## src/rtl/keynsham_timer_defs.sv

```systemverilog
// Shared register map and CONTROL field layout for the keynsham multi-channel timer.
package keynsham_timer_defs;

  // Channel bank word offsets
  localparam logic [1:0] RegCount    = 2'd0;
  localparam logic [1:0] RegReload   = 2'd1;
  localparam logic [1:0] RegControl  = 2'd2;
  localparam logic [1:0] RegEoi      = 2'd3;

  // Global bank word offsets
  localparam logic [1:0] RegPending  = 2'd0;
  localparam logic [1:0] RegClear    = 2'd1;
  localparam logic [1:0] RegEnable   = 2'd2;
  localparam logic [1:0] RegReserved = 2'd3;

  // CONTROL bit positions
  localparam int unsigned CtrlPeriodicBit = 0;
  localparam int unsigned CtrlEnableBit   = 1;
  localparam int unsigned CtrlIrqEnBit    = 2;
  localparam int unsigned PrescaleLsb     = 8;

endpackage

```

## src/rtl/keynsham_timer_channel.sv

```systemverilog
// One timer channel: prescaler, down-counter, control fields and latched pending flag.
module keynsham_timer_channel #(
  parameter int unsigned Width     = 32,
  parameter int unsigned PrescaleW = 8
) (
  input  logic                 clk_i,
  input  logic                 rst_ni,
  input  logic                 wr_count_i,
  input  logic                 wr_reload_i,
  input  logic                 wr_control_i,
  input  logic                 clr_pending_i,   // EOI or global CLEAR bit
  input  logic                 wr_enable_i,     // global ENABLE alias write
  input  logic [Width-1:0]     wr_value_i,
  input  logic                 wr_periodic_i,
  input  logic                 wr_enable_val_i,
  input  logic                 wr_irq_en_i,
  input  logic [PrescaleW-1:0] wr_prescale_i,
  output logic [Width-1:0]     count_o,
  output logic [Width-1:0]     reload_o,
  output logic                 periodic_o,
  output logic                 enable_o,
  output logic                 irq_en_o,
  output logic [PrescaleW-1:0] prescale_o,
  output logic                 pending_o
);

  logic [Width-1:0]     count_q, count_d, reload_q, reload_d;
  logic [PrescaleW-1:0] pcnt_q, pcnt_d, prescale_q, prescale_d;
  logic                 periodic_q, periodic_d, enable_q, enable_d;
  logic                 irq_en_q, irq_en_d, pending_q, pending_d;
  logic                 tick, expire, en_wr;

  // Next-state: bus writes take priority over ticks, expiry over pending clears
  always_comb begin
    count_d    = count_q;
    reload_d   = reload_q;
    pcnt_d     = pcnt_q;
    prescale_d = prescale_q;
    periodic_d = periodic_q;
    enable_d   = enable_q;
    irq_en_d   = irq_en_q;
    pending_d  = pending_q;

    tick   = enable_q && (pcnt_q == prescale_q);
    // A COUNT/RELOAD write swallows the tick, so it cannot expire either
    expire = tick && (count_q == Width'(1)) && !wr_count_i && !wr_reload_i;
    en_wr  = wr_control_i || wr_enable_i;

    if (enable_q) begin
      pcnt_d = tick ? '0 : pcnt_q + 1'b1;
    end

    if (wr_count_i) begin
      count_d = wr_value_i;
    end else if (wr_reload_i) begin
      count_d  = wr_value_i;
      reload_d = wr_value_i;
    end else if (tick) begin
      if (count_q > Width'(1)) begin
        count_d = count_q - 1'b1;
      end else if (count_q == Width'(1)) begin
        count_d = periodic_q ? reload_q : '0;
      end else if (periodic_q) begin
        count_d = reload_q;
      end
    end

    if (en_wr) begin
      enable_d = wr_enable_val_i;
      if (wr_enable_val_i && !enable_q) begin
        pcnt_d = '0;
      end
    end else if (expire && !periodic_q) begin
      enable_d = 1'b0;
    end

    if (wr_control_i) begin
      periodic_d = wr_periodic_i;
      irq_en_d   = wr_irq_en_i;
      prescale_d = wr_prescale_i;
    end

    if (expire) begin
      pending_d = 1'b1;
    end else if (clr_pending_i) begin
      pending_d = 1'b0;
    end
  end

  // Channel state register with synchronous reset
  always_ff @(posedge clk_i) begin
    if (!rst_ni) begin
      count_q    <= '1;
      reload_q   <= '1;
      pcnt_q     <= '0;
      prescale_q <= '0;
      periodic_q <= 1'b0;
      enable_q   <= 1'b0;
      irq_en_q   <= 1'b0;
      pending_q  <= 1'b0;
    end else begin
      count_q    <= count_d;
      reload_q   <= reload_d;
      pcnt_q     <= pcnt_d;
      prescale_q <= prescale_d;
      periodic_q <= periodic_d;
      enable_q   <= enable_d;
      irq_en_q   <= irq_en_d;
      pending_q  <= pending_d;
    end
  end

  assign count_o    = count_q;
  assign reload_o   = reload_q;
  assign periodic_o = periodic_q;
  assign enable_o   = enable_q;
  assign irq_en_o   = irq_en_q;
  assign prescale_o = prescale_q;
  assign pending_o  = pending_q;

endmodule

```

## src/rtl/keynsham_multitimer.sv

```systemverilog
// Multi-channel timer: bus decode, global status/clear/enable bank, read mux and interrupts.
module keynsham_multitimer
  import keynsham_timer_defs::*;
#(
  parameter int unsigned NUM_TIMERS = 4,
  parameter int unsigned WIDTH      = 32,
  parameter int unsigned PRESCALE_W = 8
) (
  input  logic                                clk,
  input  logic                                rst_n,
  input  logic                                bus_access,
  input  logic                                timer_cs,
  input  logic [$clog2(NUM_TIMERS+1)+1:0]     reg_sel,
  input  logic [31:0]                         bus_wr_val,
  input  logic                                bus_wr_en,
  input  logic [3:0]                          bus_bytesel,
  output logic                                bus_error,
  output logic                                bus_ack,
  output logic [31:0]                         bus_data,
  output logic [NUM_TIMERS-1:0]               irq_out,
  output logic                                irq_any
);

  localparam int unsigned     BankW      = $clog2(NUM_TIMERS + 1);
  localparam logic [BankW-1:0] GlobalBank = BankW'(NUM_TIMERS);

  logic [BankW-1:0]      bank;
  logic [1:0]            word;
  logic                  access, bad, wr, glb_wr;
  logic [31:0]           rdata;
  logic                  ack_q, err_q;
  logic [31:0]           data_q;

  logic [WIDTH-1:0]      count    [NUM_TIMERS];
  logic [WIDTH-1:0]      reload   [NUM_TIMERS];
  logic [PRESCALE_W-1:0] prescale [NUM_TIMERS];
  logic [NUM_TIMERS-1:0] periodic, enable, irq_en, pending;

  // Byte enables are ignored (full-word only); write data is sliced per field
  logic unused_bus;
  assign unused_bus = ^{bus_bytesel, bus_wr_val};

  assign bank   = reg_sel[BankW+1:2];
  assign word   = reg_sel[1:0];
  assign access = bus_access && timer_cs;
  assign bad    = (bank > GlobalBank) || ((bank == GlobalBank) && (word == RegReserved));
  assign wr     = access && bus_wr_en && !bad;
  assign glb_wr = wr && (bank == GlobalBank);

  for (genvar i = 0; i < NUM_TIMERS; i++) begin : g_ch
    logic ch_wr;
    assign ch_wr = wr && (bank == BankW'(i));

    keynsham_timer_channel #(
      .Width     (WIDTH),
      .PrescaleW (PRESCALE_W)
    ) u_ch (
      .clk_i           (clk),
      .rst_ni          (rst_n),
      .wr_count_i      (ch_wr && (word == RegCount)),
      .wr_reload_i     (ch_wr && (word == RegReload)),
      .wr_control_i    (ch_wr && (word == RegControl)),
      .clr_pending_i   ((ch_wr && (word == RegEoi)) ||
                        (glb_wr && (word == RegClear) && bus_wr_val[i])),
      .wr_enable_i     (glb_wr && (word == RegEnable)),
      .wr_value_i      (bus_wr_val[WIDTH-1:0]),
      .wr_periodic_i   (bus_wr_val[CtrlPeriodicBit]),
      .wr_enable_val_i (ch_wr ? bus_wr_val[CtrlEnableBit] : bus_wr_val[i]),
      .wr_irq_en_i     (bus_wr_val[CtrlIrqEnBit]),
      .wr_prescale_i   (bus_wr_val[PrescaleLsb +: PRESCALE_W]),
      .count_o         (count[i]),
      .reload_o        (reload[i]),
      .periodic_o      (periodic[i]),
      .enable_o        (enable[i]),
      .irq_en_o        (irq_en[i]),
      .prescale_o      (prescale[i]),
      .pending_o       (pending[i])
    );
  end

  // Read mux over channel banks and the global bank; unused bits read 0
  always_comb begin
    rdata = '0;
    if (bank == GlobalBank) begin
      case (word)
        RegPending: rdata[NUM_TIMERS-1:0] = pending;
        RegEnable:  rdata[NUM_TIMERS-1:0] = enable;
        default:    rdata = '0;
      endcase
    end else begin
      for (int i = 0; i < NUM_TIMERS; i++) begin
        if (bank == BankW'(i)) begin
          case (word)
            RegCount:  rdata[WIDTH-1:0] = count[i];
            RegReload: rdata[WIDTH-1:0] = reload[i];
            RegControl: begin
              rdata[CtrlPeriodicBit]            = periodic[i];
              rdata[CtrlEnableBit]              = enable[i];
              rdata[CtrlIrqEnBit]               = irq_en[i];
              rdata[PrescaleLsb +: PRESCALE_W]  = prescale[i];
            end
            default: rdata = '0;
          endcase
        end
      end
    end
  end

  // Registered bus response, one ack per access cycle
  always_ff @(posedge clk) begin
    if (!rst_n) begin
      ack_q  <= 1'b0;
      err_q  <= 1'b0;
      data_q <= '0;
    end else begin
      ack_q  <= access;
      err_q  <= access && bad;
      data_q <= (access && !bad) ? rdata : '0;
    end
  end

  assign bus_ack   = ack_q;
  assign bus_error = err_q;
  assign bus_data  = data_q;
  assign irq_out   = pending & irq_en;
  assign irq_any   = |irq_out;

endmodule

```

## config.mk

```make
export PLATFORM = sky130hd
export DESIGN_NAME = keynsham_multitimer
export DESIGN_NICKNAME = d
export VERILOG_FILES = /design/src/rtl/keynsham_timer_defs.sv /design/src/rtl/keynsham_timer_channel.sv /design/src/rtl/keynsham_multitimer.sv
export SDC_FILE = /design/constraint.sdc
export NUM_CORES = 1
export LEC_CHECK = 0
export CAP_MARGIN = 25
export CORE_ASPECT_RATIO = 1.1
export CORE_MARGIN = 10
export CORE_UTILIZATION = 50
export CTS_BUF_LIST = sky130_fd_sc_hd__clkbuf_4
export CTS_CLUSTER_DIAMETER = 200
export DETAILED_ROUTE_END_ITERATION = 12
export GPL_TIMING_DRIVEN = 0
export PLACE_DENSITY_LB_ADDON = 0.2
export SYNTH_ARGS = -nofsm -noshare
export SYNTH_HDL_FRONTEND = slang
export SYNTH_SLANG_ARGS = --single-unit
```

## constraint.sdc

```tcl
create_clock -name clk -period 6.8 [get_ports clk]
set_input_delay 1.36 -clock clk [delete_from_list [all_inputs] [get_ports clk]]
set_output_delay 1.36 -clock clk [all_outputs]
set_load 0.01 [all_outputs]
```

==> flow_summary_export.csv <==
group,metric,value,unit
run_status,status,"complete, no violations",
die,fp.dieW,213.9,um
detailed_routing,initialDrtViolationCount,3111,
logic_synthesis,share_of_synthesized_registers_carrying_an_async_set_or_reset,0,
global_route,pin_count_of_the_biggest_net_entering_global_routing,14,
placement,placed_cells,3247,
logic_synthesis,synth_nets,2684,
setup_path,critical_path_class,"in2reg",
logic_synthesis,synth_largest_type_area_fraction,0.3580,
sta,timing.final.crit_share,0.6054,
setup_path,worst_setup_path_endpoint,"g_ch[1].u_ch.reload_o[31]$_SDFFE_PN1P_",
cts,clock_path_buffers,3,
sta,maxClockFrequency,0.2429,GHz
setup_path,timing.rr.end,"g_ch[2].u_ch.count_o[27]$_SDFFE_PN1P_",
detailed_routing,totalWireLength,89.28,mm
setup_path,cp_slowest_cell,"clkbuf_1",
cts,clock_tree.root_cell,"clkbuf_4",
sta,finalSetupViolations,0,
logic_synthesis,largest_cells_by_area_after_synthesis,"dfxtp_1, mux2i_1, nand2_1",
setup_path,timing.critical_path.slowest_cell_delay,0.88,ns
sta,clock-skew-final,0.05084,ns
setup_path,critical-path-top-cell-by-count,"clkbuf_1",
run,cap_violations,0,
setup_path,timing.critical_path.cells,"clkdlybuf4s50_1 -> clkbuf_1 -> clkbuf_1 -> clkbuf_1 -> nand3_1",
placement,numPortBuffers,56,
cts,cts_inserted_buffers,96,
setup_path,reg2reg_setup_slack,3.46,ns
global_route,global_route.usage.total,0.3447,
cts,post_cts_resize_count,0,
global_route,grt_overflow,0,
logic_synthesis,post_synth_num_cell_types,79,
logic_synthesis,yosys.cell_count.top_type,"nand2_1",
cts,worst_setup_hold_path_clk_slew,0.06,ns
setup_path,timing.reg2reg.worst_path_depth,8,
placement,dp.final_hpwl,66.59,mm
cts,cts-hold-fix-buffers,0,
global_route,grt_first_pass_wirelength,130.9,mm
finish,stdcell_count,3417,
placement,gp_routability_congestion,0.9967,
detailed_routing,final_antenna_net_count,0,
logic_synthesis,synth_sequential_area_ratio,0.3580,
logic_synthesis,synth.ff_latch_count,370,
setup_path,path_max_fanout,10,
setup_path,timing.critical_path.from_type,"input pin",
logic_synthesis,syn_area,20690,sq um
sta,finalHoldViolCount,0,
cts,insertion_delay,0.89,ns
sta,headroom_to_the_max_slew_limit,0.2598,
cts,htree_levels,3,
power_and_ir_drop,powerDensity,199.3,nW/um^2
cts,cts_tree,"done",
setup_path,worst_ep_arrival_time,4.81,ns
sta,slew_at_the_pin_closest_to_its_max_slew_limit,1.110,ns
finish,layout-area-overhead-vs-synth,12.56,%
detailed_routing,detailroute.via_count,22020,
sta,setup_repair_after_global_routing_missed_its_margin,"no",
sta,layout_min_cycle_time,4.117,ns
logic_synthesis,synth_area_per_cell,7.878,sq um
finish,final_nets,2845,
setup_path,crit_buf_inv,4,
logic_synthesis,synth_warnings,0,
detailed_routing,drt_pre_antenna_iters,5,
global_route,grt_antenna_before_repair,1,
die,design.core.area,41090,sq um
power_and_ir_drop,leakage,8.921,nW
setup_path,timing.critical_path.depth,5,
setup_path,worst_ep_required_time,7.49,ns
die,dieHeight,233.3,um
die,rows,78,
global_route,grt_pass1_vias,20180,
setup_path,crit_path_from,"rst_n",
setup_path,end_kind,"register",
cts,numClockSinks,370,
cts,cts.repair_timing.setup_buffer_count,0,
setup_path,regToRegStartpoint,"g_ch[2].u_ch.count_o[8]$_SDFFE_PN1P_",
die,floorplan.initialDensity,0.5035,
setup_path,timing.critical_path.max_delay_family,"buffers and inverters",
logic_synthesis,synth_enable_flop_cells,0,
logic_synthesis,synth_common_cells,"nand2_1, dfxtp_1, mux2i_1, clkbuf_1, nand3_1",
logic_synthesis,synthFlopType,"dfxtp_1",
min_path,worstHoldPathType,"reg2reg",
min_path,hold-path-cell-count,2,
sta,finalMaxSlewViolations,0,
logic_synthesis,synth_top_cell_by_area,"dfxtp_1",
power_and_ir_drop,ir_worst_vdd,183.3,uV
finish,fraction_of_final_layout_cells_sized_beyond_drive_strength_1,0.08511,
logic_synthesis,netlist_instances,2626,
die,die-area,49920,sq um
detailed_routing,route.detailed.drc,0,
detailed_routing,post_drt_wl_per_cell,26.13,um
sta,setup_total_negative_slack,0,ns
die,io_pins,85,
detailed_routing,viasPerCell,6.445,
-- through the flow --
stage               cell area, sq um  setup WS [ns]  total power, mW  hold WS [ns]    util
floorplan                      20690          3.626            2.417        0.4448       -
detailed placement             21990          1.762            2.566        0.4647  0.5352
global route                   23280          2.729            4.775        0.4976  0.5667
finish                         23290          2.683            4.641        0.4790  0.5668
CTS                            23260          2.694            4.648        0.4773  0.5661
global placement               21950          1.757            2.564        0.4552  0.5342
-- worst min path at each step --
stage	startpoint	end
5_1_grt	g_ch[1].u_ch.irq_en_o$_SDFFE_PN0P_	g_ch[1].u_ch.irq_en_o$_SDFFE_PN0P_
4_1_cts	g_ch[3].u_ch.irq_en_o$_SDFFE_PN0P_	g_ch[3].u_ch.irq_en_o$_SDFFE_PN0P_
6_report	g_ch[3].u_ch.irq_en_o$_SDFFE_PN0P_	g_ch[3].u_ch.irq_en_o$_SDFFE_PN0P_
3_5_place_dp	g_ch[0].u_ch.irq_en_o$_SDFFE_PN0P_	g_ch[0].u_ch.irq_en_o$_SDFFE_PN0P_
3_3_place_gp	g_ch[3].u_ch.irq_en_o$_SDFFE_PN0P_	g_ch[3].u_ch.irq_en_o$_SDFFE_PN0P_
2_1_floorplan	g_ch[0].u_ch.irq_en_o$_SDFFE_PN0P_	g_ch[0].u_ch.irq_en_o$_SDFFE_PN0P_
-- cells by family after synthesis --
family          Yosys count  synth area share
compound gates          558            0.1737
xor+xnor                157           0.06647
fa+ha+maj                12          0.007257
buf+inv                 253           0.04917
flops                   370            0.3580
mux                     200           0.09701
simple gates           1076            0.2484
-- report_power, final --
part | leakage, nW | internal, mW | switching, mW | total, mW
Sequential | 2.99 | 2.18 | 0.0153 | 2.20
Clock | 0.761 | 1.10 | 1.00 | 2.11
Combinational | 5.17 | 0.0915 | 0.246 | 0.338
-- cell type report --
cell class	count	area, sq um
clock buffer	143	1074
inverter	16	60.06
antenna	2	5.005
fill	3918	17800
buffer	237	957.2
tap	560	700.7
multi-input combinational	2003	12260
sequential	370	7407
timing repair buffer	63	620.6
clock inverter	23	197.7
-- routing by layer --
metal	wire length, um	global-route usage
met3	9682	0.06715
met2	37870	0.5112
met4	5707	0.2253
met5	0	0
met1	36020	0.4517
-- layout by cell type, fill, tap and decap left out, types with 17 or more instances in the layout --
master and count:
nand2_1 447, dfxtp_1 370, mux2i_1 196, clkbuf_1 186, nand3_1 183, o21ai_0 169
nor2_1 164, clkbuf_4 143, a221oi_1 117, xnor2_1 96, a21oi_1 95, xor2_1 61
clkdlybuf4s50_1 56, nor3_1 50, o21ai_1 46, o22ai_1 46, nand4_1 42, nor4_1 39
or4_1 21, and3_1 20, buf_2 20, clkbuf_2 19, or3_1 17
-- state kept, by name, indices dropped and copies added (netlist names) --
register              flops
g_ch.u_ch.irq_en_o        4
g_ch.u_ch.pcnt_q         32
bus_data                 32
g_ch.u_ch.periodic_o      4
bus_ack                   1
g_ch.u_ch.reload_o      128
g_ch.u_ch.pending_o       4
g_ch.u_ch.prescale_o     32
g_ch.u_ch.enable_o        4
bus_error                 1
g_ch.u_ch.count_o       128
-- worst register-to-register path: cells and delay by family (launching register included) --
kind | cells | cell delay (ns)
DFF | 1 | 0.30
and+or+nand+nor | 3 | 1.68
AOI/OAI and AO/OA | 3 | 0.70
buffers and inverters | 2 | 0.55
Power figures use the tool's default switching activity.
==> edit: new RTL, same settings <==
The package constant `PrescaleLsb` goes from 8 to 9.
--- a/src/rtl/keynsham_timer_defs.sv
+++ b/src/rtl/keynsham_timer_defs.sv
@@ -19,3 +19,3 @@
   localparam int unsigned CtrlIrqEnBit    = 2;
-  localparam int unsigned PrescaleLsb     = 8;
+  localparam int unsigned PrescaleLsb     = 9;
 
Behaviour: not the same (a bounded check fails within 4 cycles, from zero or initial values and one cycle with rst_n low).
==> edit against the unedited design <==
- core utilization is 0.89 points higher
- worst hold slack better by 0.0090 ns
- routed wire length is 4.1% higher
- sequential power hardly changed
- clock skew is 0.0023 ns lower
- power is 1.7% higher
- highest routed layer is now met5
- setup slack worse by 0.28 ns
- final area is 2.5% higher
- critical path type unchanged
- area after synthesis is 2.0% higher
- sequential cell count stayed put
- global-route usage is 0.49 points higher
==> edit: results (changes against the unedited design) <==
Outcome
  • Outcome: finished clean

Worst setup path
  • RR Endpoint: g_ch[1].u_ch.count_o[21]
  • Critical Path AT: 5.15 ns (+0.34 ns)
  • R2R Path Start: g_ch[1].u_ch.count_o[19]
  • Worst reg-to-reg path cell count: 8 (unchanged)
  • Flop-to-flop setup slack: 3.07 ns (-0.39 ns)
  • Worst Setup SP: reg_sel[0]
  • CP endpoint: bus_data[3]
  • Crit-path max FO: 10 (unchanged)

Clocking
  • # Post-CTS Setup Buffers: 0 (unchanged)
  • Clk_lat worst skew: 0.89 ns (about the same)
  • Clk slew on worst S/H paths: 0.06 ns (about the same)
  • CTS root buffer: clkbuf_4
  • Inserted Clock Buffers: 102 (+6.3%)
  • CTS resizes: 0 (unchanged)
  • H-tree depth: 3 (unchanged)
  • CTS Buffer Depth: 3 (unchanged)

Power
  • Psw: 1.31 mW (+3.8%)
  • Worst VDD drop: 0.187 mV (+2.0%)
  • Leak pwr: 9.52 nW (+6.7%)

Final layout
  • Fraction of layout cells with a size suffix above 1: 0.0879 (+0.00279)
  • Total Nets Final: 3006 (+5.7%)
  • Fillers: 4058 (+3.6%)

Global route
  • First-pass GRT wire length: 136000 um (+3.9%)
  • Vias in the first global route: 21000 (+4.1%)
  • GRT Total Usage: 0.350 (+0.00491)
  • Largest net degree at the start of global routing: 15 (+1)
  • Initial antenna violation count: 7 (+6)

Synthesis
  • Yosys warning count: 0 (unchanged)
  • Top cells by area, synth: dfxtp_1 (35%), nand2_1 (11%), mux2i_1 (8.4%)
  • Asr flop ratio synth: 0 (unchanged)
  • Synth Net Count: 2829 (+5.4%)
  • Top post-synthesis cells by count: nand2_1 (618), dfxtp_1 (370), nand3_1 (199)
  • Seq/Total Area, Yosys: 0.351 (-0.00688)
  • Distinct cells, synth: 75 (-5.1%)
  • Main flop type after synthesis: dfxtp_1

Routing
  • Post-route ant nets: 0 (unchanged)
  • Total Routed Length: 93000 um (+4.1%)
  • Router iterations before antenna repair: 9 (+4)
  • Initial detailed-routing violation count: 3055 (-1.8%)
  • Via count: 22700 (+3.2%)

Placed design
  • DP Worst Slack: 1.53 ns (-0.228 ns)
  • RD Place Congestion: 1.06 (+6.1%)
  • PortBufs: 57 (+1.8%)
  • Post-detail-place hpwl: 68900 um (+3.5%)

Worst hold path
  • Worst Hold Class: flop to flop
  • Hold Path Origin: g_ch[1].u_ch.reload_o[22]

Timing
  • Fin crit period: 4.39 ns (+0.276 ns)
  • Relative slew slack: 0.207 (-0.0524)
  • Clock skew: 0.0486 ns (-0.00225 ns)
edit: power by group through the flow:
stage          Combinational, mW  Sequential [mW]  Clock, mW
2_1_floorplan              0.189             2.25          0
3_3_place_gp               0.353             2.25          0
3_5_place_dp               0.358             2.25          0
4_1_cts                    0.360             2.20       2.15
5_1_grt                    0.386             2.20       2.27
6_report                   0.379             2.20       2.14
edit: critical path, stage by stage:
cell,delay [ns]
clkdlybuf4s50_1,0.57
buf_1,0.55
buf_1,0.74
clkbuf_1,0.87
mux2i_1,0.41
o22ai_1,0.16
nor3_1,0.38
nor3_1,0.10
edit: how the worst min path moves through the flow:
stage                                 to  slack, ns  depth (start not counted)
2_1_floorplan      g_ch[1].u_ch.irq_en_o       0.45                          2
3_3_place_gp       g_ch[3].u_ch.irq_en_o       0.47                          2
3_5_place_dp    g_ch[2].u_ch.reload_o[4]       0.48                          2
4_1_cts         g_ch[2].u_ch.reload_o[5]       0.49                          2
5_1_grt         g_ch[2].u_ch.reload_o[6]       0.51                          2
6_report       g_ch[1].u_ch.reload_o[22]       0.49                          2
edit: cell families (layout without fill, tap and decap cells):
logic type / after synthesis / in the layout / share of synthesized area
flops: 370 / 370 / 0.351
buf+inv: 265 / 520 / 0.0508
compound gates: 470 / 470 / 0.152
xor+xnor: 157 / 157 / 0.0652
simple gates: 1320 / 1320 / 0.290
fa+ha+maj: 12 / 12 / 0.00712
other cells: 0 / 5 / 0
mux: 177 / 177 / 0.0841
edit: layout make-up:
class                           instances  share of cell area
Tap cell                              560              0.0293
Inverter                               20             0.00314
Buffer                                245              0.0418
Clock inverter                         25             0.00660
Sequential cell                       370               0.310
Clock buffer                          157              0.0494
Antenna cell                            5            0.000524
Multi-Input combinational cell       2136               0.529
Timing Repair Buffer                   73              0.0305
edit: through the flow:
step / util / cell area [um^2] / cells
2_1_floorplan: - / 21100 / 2771
3_3_place_gp: 0.539 / 22400 / 3388
3_5_place_dp: 0.542 / 22500 / 3396
4_1_cts: 0.574 / 23800 / 3578
5_1_grt: 0.575 / 23900 / 3587
6_report: 0.576 / 23900 / 3591
edit: metal layers:
metal,vias up,track usage,wire length [um]
li1,10200,-,-
met1,10700,0.453,37700
met2,1542,0.499,38200
met3,284,0.107,11400
met4,2,0.213,5640
met5,-,0,13
